--- src/rtl/wb_pkg.sv ---
// Shared defaults and entry type for the write-back queue.
// Imported by the queue, its interface and the forwarding matcher.
package wb_pkg;

    localparam int WB_DEPTH = 4;
    localparam int WB_AW    = 5;
    localparam int WB_DW    = 32;

    typedef struct packed {
        logic [WB_AW-1:0] addr;
        logic [WB_DW-1:0] data;
    } wb_entry_t;

endpackage

--- src/rtl/wb_queue_if.sv ---
// Bundle of ALU-side, register-file-side and bypass signals.
// slave = the queue, master = whoever drives it.
interface wb_queue_if
    import wb_pkg::*;
#(
    parameter int DEPTH = WB_DEPTH,
    parameter int AW    = WB_AW,
    parameter int DW    = WB_DW
) ();

    logic                     in_valid;
    logic                     in_ready;
    logic [AW-1:0]            in_addr;
    logic [DW-1:0]            in_data;
    logic                     wb_we;
    logic [AW-1:0]            wb_addr;
    logic [DW-1:0]            wb_data;
    logic                     wb_hold;
    logic                     flush;
    logic [AW-1:0]            fwd_addr;
    logic                     fwd_hit;
    logic [DW-1:0]            fwd_data;
    logic [$clog2(DEPTH):0]   count;

    modport slave (
        input  in_valid, in_addr, in_data,
        input  wb_hold, flush, fwd_addr,
        output in_ready, wb_we, wb_addr, wb_data,
        output fwd_hit, fwd_data, count
    );

    modport master (
        output in_valid, in_addr, in_data,
        output wb_hold, flush, fwd_addr,
        input  in_ready, wb_we, wb_addr, wb_data,
        input  fwd_hit, fwd_data, count
    );

endinterface

--- src/rtl/wb_fwd_match.sv ---
// Newest-first address match over the pending queue entries.
// Walks oldest to newest so the last hit (newest) wins.
module wb_fwd_match #(
    parameter int DEPTH = 4,
    parameter int AW    = 5,
    parameter int DW    = 32
) (
    input  logic                          en_i,
    input  logic [DEPTH-1:0][AW-1:0]      ent_addr_i,
    input  logic [DEPTH-1:0][DW-1:0]      ent_data_i,
    input  logic [$clog2(DEPTH)-1:0]      head_i,
    input  logic [$clog2(DEPTH):0]        count_i,
    input  logic [AW-1:0]                 fwd_addr_i,
    output logic                          hit_o,
    output logic [DW-1:0]                 data_o
);

    localparam int PW = $clog2(DEPTH);
    localparam int CW = PW + 1;

    logic [PW-1:0] idx;

    // Scan age order from head; a later (younger) match overrides.
    always_comb begin
        hit_o  = 1'b0;
        data_o = '0;
        idx    = '0;
        for (int i = 0; i < DEPTH; i++) begin
            idx = head_i + PW'(i);
            if (en_i && (CW'(i) < count_i)
                && (ent_addr_i[idx] == fwd_addr_i)) begin
                hit_o  = 1'b1;
                data_o = ent_data_i[idx];
            end
        end
    end

endmodule

--- src/rtl/wb_queue.sv ---
// In-order write-back FIFO between ALU results and the register file.
// Head drains combinationally; flush and reset drop all pending entries.
module wb_queue
    import wb_pkg::*;
#(
    parameter int DEPTH = WB_DEPTH,
    parameter int AW    = WB_AW,
    parameter int DW    = WB_DW
) (
    input  logic        clk,
    input  logic        reset,
    wb_queue_if.slave   bus
);

    localparam int PW = $clog2(DEPTH);
    localparam int CW = PW + 1;

    logic [DEPTH-1:0][AW-1:0] addr_q;
    logic [DEPTH-1:0][DW-1:0] data_q;
    logic [PW-1:0]            head_q, head_d;
    logic [PW-1:0]            tail_q, tail_d;
    logic [CW-1:0]            count_q, count_d;
    logic                     not_empty;
    logic                     push;
    logic                     pop;

    // Handshake and head presentation; everything is gated by reset.
    always_comb begin
        not_empty    = (count_q != '0);
        bus.in_ready = reset && !bus.flush
                       && (count_q < CW'(DEPTH));
        bus.wb_we    = reset && not_empty
                       && !bus.wb_hold && !bus.flush;
        bus.wb_addr  = '0;
        bus.wb_data  = '0;
        if (reset && not_empty) begin
            bus.wb_addr = addr_q[head_q];
            bus.wb_data = data_q[head_q];
        end
        bus.count = count_q;
        push      = bus.in_valid && bus.in_ready;
        pop       = bus.wb_we;
    end

    // Pointer and occupancy next state; flush empties the queue.
    always_comb begin
        head_d  = head_q;
        tail_d  = tail_q;
        count_d = count_q;
        if (bus.flush) begin
            head_d  = '0;
            tail_d  = '0;
            count_d = '0;
        end else begin
            if (push) tail_d = tail_q + PW'(1);
            if (pop)  head_d = head_q + PW'(1);
            unique case ({push, pop})
                2'b10:   count_d = count_q + CW'(1);
                2'b01:   count_d = count_q - CW'(1);
                default: count_d = count_q;
            endcase
        end
    end

    // Pointer/count registers with synchronous active-low reset.
    always_ff @(posedge clk) begin
        if (!reset) begin
            head_q  <= '0;
            tail_q  <= '0;
            count_q <= '0;
        end else begin
            head_q  <= head_d;
            tail_q  <= tail_d;
            count_q <= count_d;
        end
    end

    // Entry storage; written only on an accepted push, never cleared.
    always_ff @(posedge clk) begin
        if (push) begin
            addr_q[tail_q] <= bus.in_addr;
            data_q[tail_q] <= bus.in_data;
        end
    end

    wb_fwd_match #(
        .DEPTH (DEPTH),
        .AW    (AW),
        .DW    (DW)
    ) u_fwd (
        .en_i       (reset),
        .ent_addr_i (addr_q),
        .ent_data_i (data_q),
        .head_i     (head_q),
        .count_i    (count_q),
        .fwd_addr_i (bus.fwd_addr),
        .hit_o      (bus.fwd_hit),
        .data_o     (bus.fwd_data)
    );

endmodule

--- src/flat_wrapper.sv ---
// flat-port wrapper written by rule: the top's interface ports become plain ports
module wb_queue_flat import wb_pkg::*;
#(
    parameter int DEPTH = WB_DEPTH,
    parameter int AW    = WB_AW,
    parameter int DW    = WB_DW
)
  (clk, reset, bus_in_valid, bus_in_addr, bus_in_data, bus_wb_hold, bus_flush, bus_fwd_addr, bus_in_ready, bus_wb_we, bus_wb_addr, bus_wb_data, bus_fwd_hit, bus_fwd_data, bus_count);
  wb_queue_if #(.DEPTH(DEPTH), .AW(AW), .DW(DW)) bus_i ();
  input  logic clk;
  input  logic reset;
  input wire logic [$bits(bus_i.in_valid)-1:0] bus_in_valid;
  input wire logic [$bits(bus_i.in_addr)-1:0] bus_in_addr;
  input wire logic [$bits(bus_i.in_data)-1:0] bus_in_data;
  input wire logic [$bits(bus_i.wb_hold)-1:0] bus_wb_hold;
  input wire logic [$bits(bus_i.flush)-1:0] bus_flush;
  input wire logic [$bits(bus_i.fwd_addr)-1:0] bus_fwd_addr;
  output wire logic [$bits(bus_i.in_ready)-1:0] bus_in_ready;
  output wire logic [$bits(bus_i.wb_we)-1:0] bus_wb_we;
  output wire logic [$bits(bus_i.wb_addr)-1:0] bus_wb_addr;
  output wire logic [$bits(bus_i.wb_data)-1:0] bus_wb_data;
  output wire logic [$bits(bus_i.fwd_hit)-1:0] bus_fwd_hit;
  output wire logic [$bits(bus_i.fwd_data)-1:0] bus_fwd_data;
  output wire logic [$bits(bus_i.count)-1:0] bus_count;
  assign bus_i.in_valid = bus_in_valid;
  assign bus_i.in_addr = bus_in_addr;
  assign bus_i.in_data = bus_in_data;
  assign bus_i.wb_hold = bus_wb_hold;
  assign bus_i.flush = bus_flush;
  assign bus_i.fwd_addr = bus_fwd_addr;
  assign bus_in_ready = bus_i.in_ready;
  assign bus_wb_we = bus_i.wb_we;
  assign bus_wb_addr = bus_i.wb_addr;
  assign bus_wb_data = bus_i.wb_data;
  assign bus_fwd_hit = bus_i.fwd_hit;
  assign bus_fwd_data = bus_i.fwd_data;
  assign bus_count = bus_i.count;
  wb_queue #(.DEPTH(DEPTH), .AW(AW), .DW(DW)) u_core (.clk(clk), .reset(reset), .bus(bus_i));
endmodule
--- config.mk ---
export PLATFORM = sky130hd
export DESIGN_NAME = wb_queue_flat
export DESIGN_NICKNAME = d
export VERILOG_FILES = /design/src/rtl/wb_pkg.sv /design/src/rtl/wb_queue_if.sv /design/src/rtl/wb_fwd_match.sv /design/src/rtl/wb_queue.sv /design/src/flat_wrapper.sv
export SDC_FILE = /design/constraint.sdc
export NUM_CORES = 1
export LEC_CHECK = 0
export ABC_CLOCK_PERIOD_IN_PS = 4300
export BUFFER_PORTS_ARGS = -buffer_cell sky130_fd_sc_hd__clkbuf_2
export CORE_ASPECT_RATIO = 1.25
export CORE_UTILIZATION = 50
export CTS_BUF_LIST = sky130_fd_sc_hd__clkbuf_4 sky130_fd_sc_hd__clkbuf_8
export DETAILED_ROUTE_END_ITERATION = 8
export GPL_ROUTABILITY_DRIVEN = 0
export PLACE_DENSITY = 0.81
export SLEW_MARGIN = 20
export SYNTH_ARGS = -nofsm -noshare
export SYNTH_HDL_FRONTEND = slang
export SYNTH_HIERARCHICAL = 1
export SYNTH_SLANG_ARGS = --single-unit
--- constraint.sdc ---
create_clock -name clk -period 4.3 [get_ports clk]
set_input_delay 0.86 -clock clk [delete_from_list [all_inputs] [get_ports clk]]
set_output_delay 0.86 -clock clk [all_outputs]
set_load 0.01 [all_outputs]
After elaboration in Yosys (flattened, before gate mapping)
Cells that the tools add are included. W data, S select, Z words.

Flip-flop bits (word level): 155. Latch bits: 0. RAM bits: 0. Memory bits (read-only): 0. Word-level logic and storage cells: 88. Memories kept: 0.

Add/sub/neg operators: 6. $mul: 0. Divide/modulo/power cells: 0. Magnitude comparators: 11. Eq/ne operators: 6. Shifts and indexed selects: 0. Mux-type cells: 33. Bitwise operators: 1. Reductions and logical operators: 20.

Operators by type and width (count): $mux W32 (10); $bmux W32 S2 (4); $bwmux W128 (1); $demux W32 S2 (1); $bmux W5 S2 (4); $mux W5 (6); $bwmux W20 (1); $eq A5 B5 Y1 (4); $logic_and A1 B1 Y1 (15); $lt A2 B3 Y1 const B (5); $demux W5 S2 (1); $lt A1 B3 Y1 const A (2); $lt A2 B3 Y1 const A (2); $pmux W3 S2 (1); $add A2 B1 Y2 const B (2); $add A2 B2 Y2 const B (2); $mux W1 (4); $add A3 B1 Y3 const B (1); $lt A3 B3 Y1 const B (1); $reduce_bool A3 Y1 (1); $sub A3 B1 Y3 const B (1); $eq A2 B1 Y1 const B (1); $eq A2 B2 Y1 const B (1); $ge A2 B1 Y1 const B (1); other kinds (4) (5).

Logic depth before layout (Yosys ltp)
Gate-level depths: netlist of run 1.

Depth after elaboration: 8. Depth in mapped cells: 12. Depth with buffers taken out: 8.

Cells and area by module
The synthesis of run 1 kept the hierarchy.

Modules (own cells, without submodules): wb_queue (times used 1, cells each 287, area each 6067.1 um2, sequential area each 4584.4 um2); wb_fwd_match (times used 1, cells each 631, area each 4613.2 um2, sequential area each 0.0 um2).

Least setup slack after synthesis of run 1
No wires, ideal clock.

Path kind: in2out. Start: input bus_fwd_addr[2]. End: output bus_fwd_data[2]. Arrival: 2.692 ns. Required time: 3.440 ns. Slack: 0.748 ns. Stages on the path: 10. Path buffers: 3. Cell sequence: buf_1 nand2b_1 mux2_2 a22oi_1 nand3_1 buf_2 clkbuf_1 o21ai_0 o211ai_1 o21ai_0.

Word-level cells in the longest chain between the ends: 6. Elaborated cells on any way between the ends: 12. Classes of those cells: eq/ne: 4; mux: 4; reduce/logical: 4.

RTL lines: start, declared (line flat_wrapper.sv:17) `input wire logic [$bits(bus_i.fwd_addr)-1:0] bus_fwd_addr;`; $eq A5 B5 Y1 (line wb_fwd_match.sv:31) `&& (ent_addr_i[idx] == fwd_addr_i)) begin`; $logic_and A1 B1 Y1 (line wb_fwd_match.sv:31); $mux W32 (3 in a row) (line wb_fwd_match.sv:30) `if (en_i && (CW'(i) < count_i)`; $mux W32 * (line wb_fwd_match.sv:30); end, declared (line flat_wrapper.sv:23) `output wire logic [$bits(bus_i.fwd_data)-1:0] bus_fwd_data;`.

Every way passes the cells marked *; elsewhere a longest branch is shown, timed or not.

Final worst setup path of run 1
Start: register u_core.head_q[0]. End: output bus_fwd_data[23].

Word-level cells in the longest chain between the ends: 8. Elaborated cells on any way between the ends: 31. Classes of those cells: add/sub: 3; eq/ne: 4; mux: 20; reduce/logical: 4.

RTL lines: start, declared (line wb_queue.sv:20) `logic [PW-1:0] head_q, head_d;`; start signal, assigned (line wb_queue.sv:68) `head_q <= '0;`; start signal, assigned (line wb_queue.sv:72) `head_q <= head_d;`; $add A2 B1 Y2 / $bmux W5 S2 (equally long branches) (line wb_fwd_match.sv:29, wb_fwd_match.sv:31); $bmux W5 S2 / $mux W5 (equally long branches) (line wb_fwd_match.sv:31); $mux W5 (implied by the code) / $eq A5 B5 Y1 (equally long branches) (line wb_fwd_match.sv:31); $eq A5 B5 Y1 / $logic_and A1 B1 Y1 (equally long branches) (line wb_fwd_match.sv:31); $logic_and A1 B1 Y1 / $mux W32 (equally long branches) (line wb_fwd_match.sv:31, wb_fwd_match.sv:30); $mux W32 (2 in a row) (line wb_fwd_match.sv:30); $mux W32 * (line wb_fwd_match.sv:30).

Every way passes the cells marked *; elsewhere a longest branch is shown, timed or not. The select of a mux whose other input is x is not followed.

==> impl_metrics.env, run 1 <==
export IMPL_p_per_area_mw_per_mm2=247.0
export IMPL_clk_pin_slew_ns=0.08
export IMPL_synth_area_leaders="edfxtp_1 (42%), mux2i_1 (15%), mux4_2 (9.5%)"
export IMPL_io_buffers=121
export IMPL_fillers=1691
export IMPL_fmax_mhz=240.2
export IMPL_clkPwrFrac_pct=38.7
export IMPL_vias=8297
export IMPL_reg2reg_setup_slack_ns=2.05
export IMPL_core_area_sq_mm=0.02089
export IMPL_post_place_ws_ns=0.3862
export IMPL_critPathArrivalTime_ns=3.30
export IMPL_grt_max_degree=122
export IMPL_setup_viol=0
export IMPL_die_w_um=132.7
export IMPL_die_h_um=165.4
export IMPL_avgRoutedWirePerCell_um=20.17
export IMPL_synth_largest_area_cell="edfxtp_1"
export IMPL_relSlewSlack_pct=32.75
export IMPL_async_flop_share_pct=0
export IMPL_cts_tree="yes"
export IMPL_drt_antenna_violating_nets=0
export IMPL_grt_pass1_vias=7896
export IMPL_ys_warn_count=6
export IMPL_final_max_slew_viol_count=0
export IMPL_path_max_fanout=53
export IMPL_rsz0062_at_grt="yes"
export IMPL_reg2reg_from="u_core/head_q[0]"
export IMPL_final_hold_violation_count=0
export IMPL_dr_pass1_iters=8
export IMPL_worstHoldStart="u_core/tail_q[1]"
export IMPL_antenna_found_initial=0
export IMPL_fin_cells=1294
export IMPL_seqPwrFrac_pct=56.1
export IMPL_synth_cells=918
export IMPL_clockRootBuffer="clkbuf_8"
export IMPL_drc=0
export IMPL_r2r_cells=5
export IMPL_crit_type="flop to output port"
export IMPL_outcome="complete, no violations"
export IMPL_hpwl_um=17180
export IMPL_drive_above_1_share_pct=26.37
export IMPL_worstHoldPathType="flop to flop"
export IMPL_synth_top_area_share_pct=41.61
export IMPL_ys_seq_area_share_pct=42.92
export IMPL_ys_seq_elements=155
export IMPL_viasPerCell=6.412
export IMPL_ys_flop_type="edfxtp_1"
export IMPL_yosysMostFrequentCell="mux2i_1"
export IMPL_wirelength_um=26100
export IMPL_drv_cap=0
export IMPL_clk_latency_ns=0.45
export IMPL_grt_pass1_wl_um=40820
export IMPL_grt_overflow_total=0
export IMPL_cp_start_kind="flop"
export IMPL_hold_depth=2
export IMPL_synth_nets=971
export IMPL_reg2reg_to="u_core/head_q[1]"
export IMPL_cts_sinks=155
export IMPL_p_sw_share_pct=20.99
export IMPL_min_to="u_core/tail_q[1]"
export IMPL_ys_types=57
export IMPL_syn_area_sq_mm=0.01068
export IMPL_fin_crit_sh_pct=96.80
export IMPL_p_int_mw=2.357
export IMPL_num_rows=59
export IMPL_cts_buffers_inserted=17
export IMPL_start_util_pct=51.12
export IMPL_fin_nets=1062
export IMPL_antennaDiodeCount=0
export IMPL_crit_required_ns=3.44
export IMPL_synth_common_cells="mux2i_1 (165), edfxtp_1 (148), o21ai_0 (85)"
export IMPL_area_growth_pct=13.11
export IMPL_fin_crit_ns=4.163
export IMPL_die_area_sq_mm=0.02195
export IMPL_switchingPower_mw=0.6263
export IMPL_vdd_drop_max_v=0.0001968
export IMPL_io_pins=122
export IMPL_p_leak_nw=3.947
export IMPL_post_place_cells=1254
export IMPL_crit_path_end_kind="output port"
export IMPL_dr_first_iter_drc_count=640
export IMPL_crit_start="u_core/head_q[0]"
export IMPL_grt_use_total_pct=24.15
export IMPL_clock_path_buffers=2
export IMPL_synth_area_per_cell_sq_um=11.63
export IMPL_synth_edf_count=148
export IMPL_comb_power_share_pct=5.2
export IMPL_worst_pin_slew_ns=1.009
export IMPL_h_tree_depth=4
export IMPL_setup_slack_ns=0.1375
export IMPL_finalClockSkew_ns=0.006799
==> sequential cells by signal (all words and copies together) (netlist names) <==
name              flops
u_core/addr_q        20
u_core/bus.count      3
u_core/data_q       128
u_core/head_q         2
u_core/tail_q         2
==> critical path: stages (launching register included) <==
cell and delay, ns:
dfxtp_4 0.47, buf_8 0.22, mux4_2 0.55, xnor2_2 0.21, nand4_4 0.13, buf_6 0.26, nor4b_1 0.42, o22ai_1 0.15
o21ai_0 0.22, clkbuf_2 0.17
==> logic make-up (layout without fill, tap and decap cells) <==
| family | Yosys count | count (layout) | synth area share, % |
|---|---|---|---|
| DFF | 155 | 155 | 42.92 |
| xor gates and xnor gates | 16 | 16 | 1.382 |
| buffers and inverters | 98 | 200 | 4.405 |
| adders and majority gates | 6 | 6 | 0.7732 |
| muxes | 221 | 221 | 26.11 |
| and+or+nand+nor | 221 | 221 | 12.55 |
| AOI/OAI and AO/OA | 201 | 201 | 11.86 |
==> cells in the final DEF (no fill, tap or decap), drive strengths merged, types with 2 or more instances in the layout <==
cell type    n
a21o         2
a21oi       22
a22oi        9
a32oi       24
and2         9
buf         38
bufinv       4
clkbuf     139
clkinv       5
clkinvlp     3
dfxtp        7
edfxtp     148
ha           5
inv         11
mux2        11
mux2i      165
mux4        45
nand2       66
nand2b       5
nand3        2
nor2        20
nor2b       48
nor3         7
nor4b       52
o211ai       8
o21ai       94
o22ai       22
o31a         5
o31ai        3
o32ai        4
or3          3
xnor2        3
xor2        13
==> area by class of cell <==
| type | instances | area, sq um | share of cell area, % |
|---|---|---|---|
| Sequential cell | 155 | 4592 | 38.01 |
| Clock inverter | 12 | 173.9 | 1.440 |
| Clock buffer | 18 | 241.5 | 1.999 |
| Tap cell | 274 | 342.8 | 2.838 |
| Multi-Input combinational cell | 665 | 5695 | 47.15 |
| Timing Repair Buffer | 159 | 989.7 | 8.193 |
| Inverter | 11 | 45.04 | 0.3729 |
==> worst max path at each step <==
stage / cells past startpoint / slack [ns] / endpoint
after floorplan: 10 / 0.75 / bus_fwd_data[2]
after global placement: 10 / 0.43 / bus_fwd_data[1]
after detailed placement: 10 / 0.39 / bus_fwd_data[1]
after CTS: 9 / 0.001 / bus_fwd_data[28]
after global routing: 9 / -0.02 / bus_fwd_data[20]
final: 9 / 0.14 / bus_fwd_data[23]
==> power groups by stage <==
stage / registers, mW / logic (mW) / clock network, mW
floorplan: 1.71 / 0.0848 / 0
global placement: 1.71 / 0.148 / 0
detailed placement: 1.71 / 0.152 / 0
CTS: 1.67 / 0.153 / 1.18
global route: 1.67 / 0.168 / 1.24
finish: 1.67 / 0.155 / 1.16
==> metal layers <==
metal | share of wire [%] | routed length, um | vias up | track usage (%)
li1 | - | - | 3786 | -
met1 | 41 | 10590 | 4114 | 29.86
met2 | 51 | 13290 | 348 | 41.70
met3 | 6.2 | 1608 | 49 | 4.548
met4 | 2.4 | 616 | 0 | 9.979
met5 | 0 | 0 | - | 0
==> per-stage QoR <==
stage / area [sq um] / hold slack [ns] / total power [mW] / setup TNS, ns / util (%)
5_1_grt: 12080 / 0.5851 / 3.078 / -0.1070 / 57.82
3_3_place_gp: 11530 / 0.5297 / 1.854 / 0 / 55.21
6_report: 12080 / 0.5711 / 2.983 / 0 / 57.82
2_1_floorplan: 10680 / 0.5052 / 1.792 / 0 / -
3_5_place_dp: 11530 / 0.5618 / 1.860 / 0 / 55.21
4_1_cts: 11960 / 0.5795 / 3.004 / 0 / 57.27
==> what timing repair did <==
action                                  CTS  global route
endpoints found under the setup margin   20            31
pin swaps                                 0             2
setup buffers                             0            10
gates resized for setup                   4            11
hold buffers                              0             0
No activity file was read; power rests on OpenSTA's default activity.
==> run 2: changes to the inputs <==
PLACE_DENSITY = unset   (was 0.81)
PLACE_DENSITY_LB_ADDON = 0.3   (was unset)
==> impl_metrics.env, run 2 (synthesis results as in run 1) <==
export IMPL_h_tree_depth=4
export IMPL_final_hold_violation_count=0
export IMPL_reg2reg_setup_slack_ns=1.85
export IMPL_io_pins=122
export IMPL_relSlewSlack_pct=28.59
export IMPL_clockRootBuffer="clkbuf_8"
export IMPL_clk_latency_ns=0.45
export IMPL_crit_path_end_kind="output port"
export IMPL_grt_overflow_total=0
export IMPL_fin_nets=1054
export IMPL_fin_crit_sh_pct=97.27
export IMPL_clock_path_buffers=2
export IMPL_setup_viol=0
export IMPL_final_common_cell="mux2i_1"
export IMPL_outcome="complete, no violations"
export IMPL_viasPerCell=6.312
export IMPL_hpwl_um=16910
export IMPL_hold_ws_ns=0.5538
export IMPL_die_w_um=132.7
export IMPL_fin_setup_tns_ns=0
export IMPL_post_place_ws_ns=0.3005
export IMPL_vdd_drop_max_v=0.0002089
export IMPL_grt_pass1_wl_um=40120
export IMPL_crit_type="flop to output port"
export IMPL_p_per_area_mw_per_mm2=249.5
export IMPL_largest_register="u_core/data_q"
export IMPL_hold_depth=2
export IMPL_path_max_fanout=34
export IMPL_rsz0062_at_grt="yes"
export IMPL_cts_sinks=155
export IMPL_slowest_stage="dfxtp_4"
export IMPL_largest_reg_flops=128
export IMPL_mostFrequentLayoutCells="mux2i_1 (162), edfxtp_1 (148), clkbuf_2 (121)"
export IMPL_vias=8136
export IMPL_crit_chain="buf_4 -> mux2i_2 -> mux2_2 -> a22oi_2 -> nand3_4 -> buf_4 -> o21ai_1 -> a21oi_1 -> o31ai_1 -> clkbuf_2"
export IMPL_area_growth_pct=12.35
export IMPL_die_h_um=165.4
export IMPL_critPathArrivalTime_ns=3.32
export IMPL_fin_crit_ns=4.183
export IMPL_r2r_cells=4
export IMPL_cts_buffers_inserted=17
export IMPL_crit_path_max_incr_delay_ns=0.47
export IMPL_fmax_mhz=239.1
export IMPL_dr_pass1_iters=5
export IMPL_die_area_sq_mm=0.02195
export IMPL_drive_above_1_share_pct=26.13
export IMPL_grt_max_degree=126
export IMPL_p_leak_nw=3.920
export IMPL_crit_required_ns=3.44
export IMPL_num_rows=59
export IMPL_antenna_found_initial=0
export IMPL_crit_top_cell="buf_4"
export IMPL_start_util_pct=51.12
export IMPL_grt_pass1_vias=7642
export IMPL_drt_antenna_violating_nets=0
export IMPL_worstHoldPathType="flop to flop"
export IMPL_cts_tree="yes"
export IMPL_avgRoutedWirePerCell_um=20.41
export IMPL_worst_pin_slew_ns=1.071
export IMPL_dr_first_iter_drc_count=550
export IMPL_drc=0
export IMPL_io_buffers=121
export IMPL_drv_cap=0
export IMPL_core_area_sq_mm=0.02089
export IMPL_finalClockSkew_ns=0.008404
export IMPL_setup_slack_ns=0.1175
export IMPL_utilization_pct=57.44
export IMPL_final_max_slew_viol_count=0
export IMPL_fillers=1760
export IMPL_cp_start_kind="flop"
export IMPL_wirelength_um=26310
export IMPL_grt_use_total_pct=23.86
export IMPL_clk_pin_slew_ns=0.09
run 2: cell types whose count changed in the layout (fill, tap and decap cells not counted), sizes merged:
cell / before / now
inv: 11 / 9
diode: 0 / 1
bufinv: 4 / 5
clkinvlp: 3 / 1
clkinv: 5 / 10
buf: 38 / 30
run 2: final cells by class:
cell class                      instances  area, sq um  area share (%)
Sequential cell                       155         4592           38.27
Antenna cell                            1        2.502         0.02086
Timing Repair Buffer                  151        884.6           7.372
Inverter                               11        56.30          0.4692
Clock inverter                         14        178.9           1.491
Multi-Input combinational cell        665         5700           47.51
Tap cell                              274        342.8           2.857
Clock buffer                           18        241.5           2.013
run 2: path summary, 6_finish.rpt:
check,from,endpoint
worst max-delay path,u_core/head_q[1],bus_fwd_data[1]
worst min-delay path,u_core/tail_q[1],u_core/tail_q[1]
worst max register to register,u_core/bus.count[2],u_core/data_q[75]
worst min register to register,u_core/tail_q[1],u_core/tail_q[1]
run 2: critical path, delay by kind of cell (launching register included):
| kind | cells | cell delay, ns |
|---|---|---|
| flops | 1 | 0.47 |
| mux | 2 | 0.67 |
| compound gates | 4 | 0.88 |
| buf+inv | 3 | 0.71 |
| simple gates | 1 | 0.14 |
run 2: repair_timing:
action,CTS,global route
pin swaps,0,2
hold buffers,0,0
buffers inserted,1,3
gates resized for setup,4,14
endpoints found under the setup margin,29,32
cloned,0,0
run 2: routing by layer:
metal | part of all wire (%) | global-route usage, % | vias to the layer above
met5 | 0 | 0 | -
met4 | 2.9 | 11.08 | 0
met3 | 5.0 | 3.907 | 48
met2 | 50 | 41.22 | 261
met1 | 42 | 29.42 | 4053
li1 | - | - | 3774
run 2: where the power goes:
part / internal (mW) / leakage [nW] / total [mW] / switching (mW)
logic: 0.0637 / 2.31 / 0.154 / 0.0903
clock network: 0.631 / 0.217 / 1.17 / 0.536
registers: 1.66 / 1.40 / 1.67 / 0.00946
total: 2.36 / 3.92 / 2.99 / 0.636
run 2: per-stage QoR:
| step | instances | total power, mW | cell area, sq um |
|---|---|---|---|
| detailed placement | 1252 | 1.859 | 11490 |
| CTS | 1285 | 3.016 | 11930 |
| global placement | 1252 | 1.856 | 11490 |
| floorplan | 918 | 1.792 | 10680 |
| finish | 1289 | 2.994 | 12000 |
| global route | 1288 | 3.084 | 12000 |
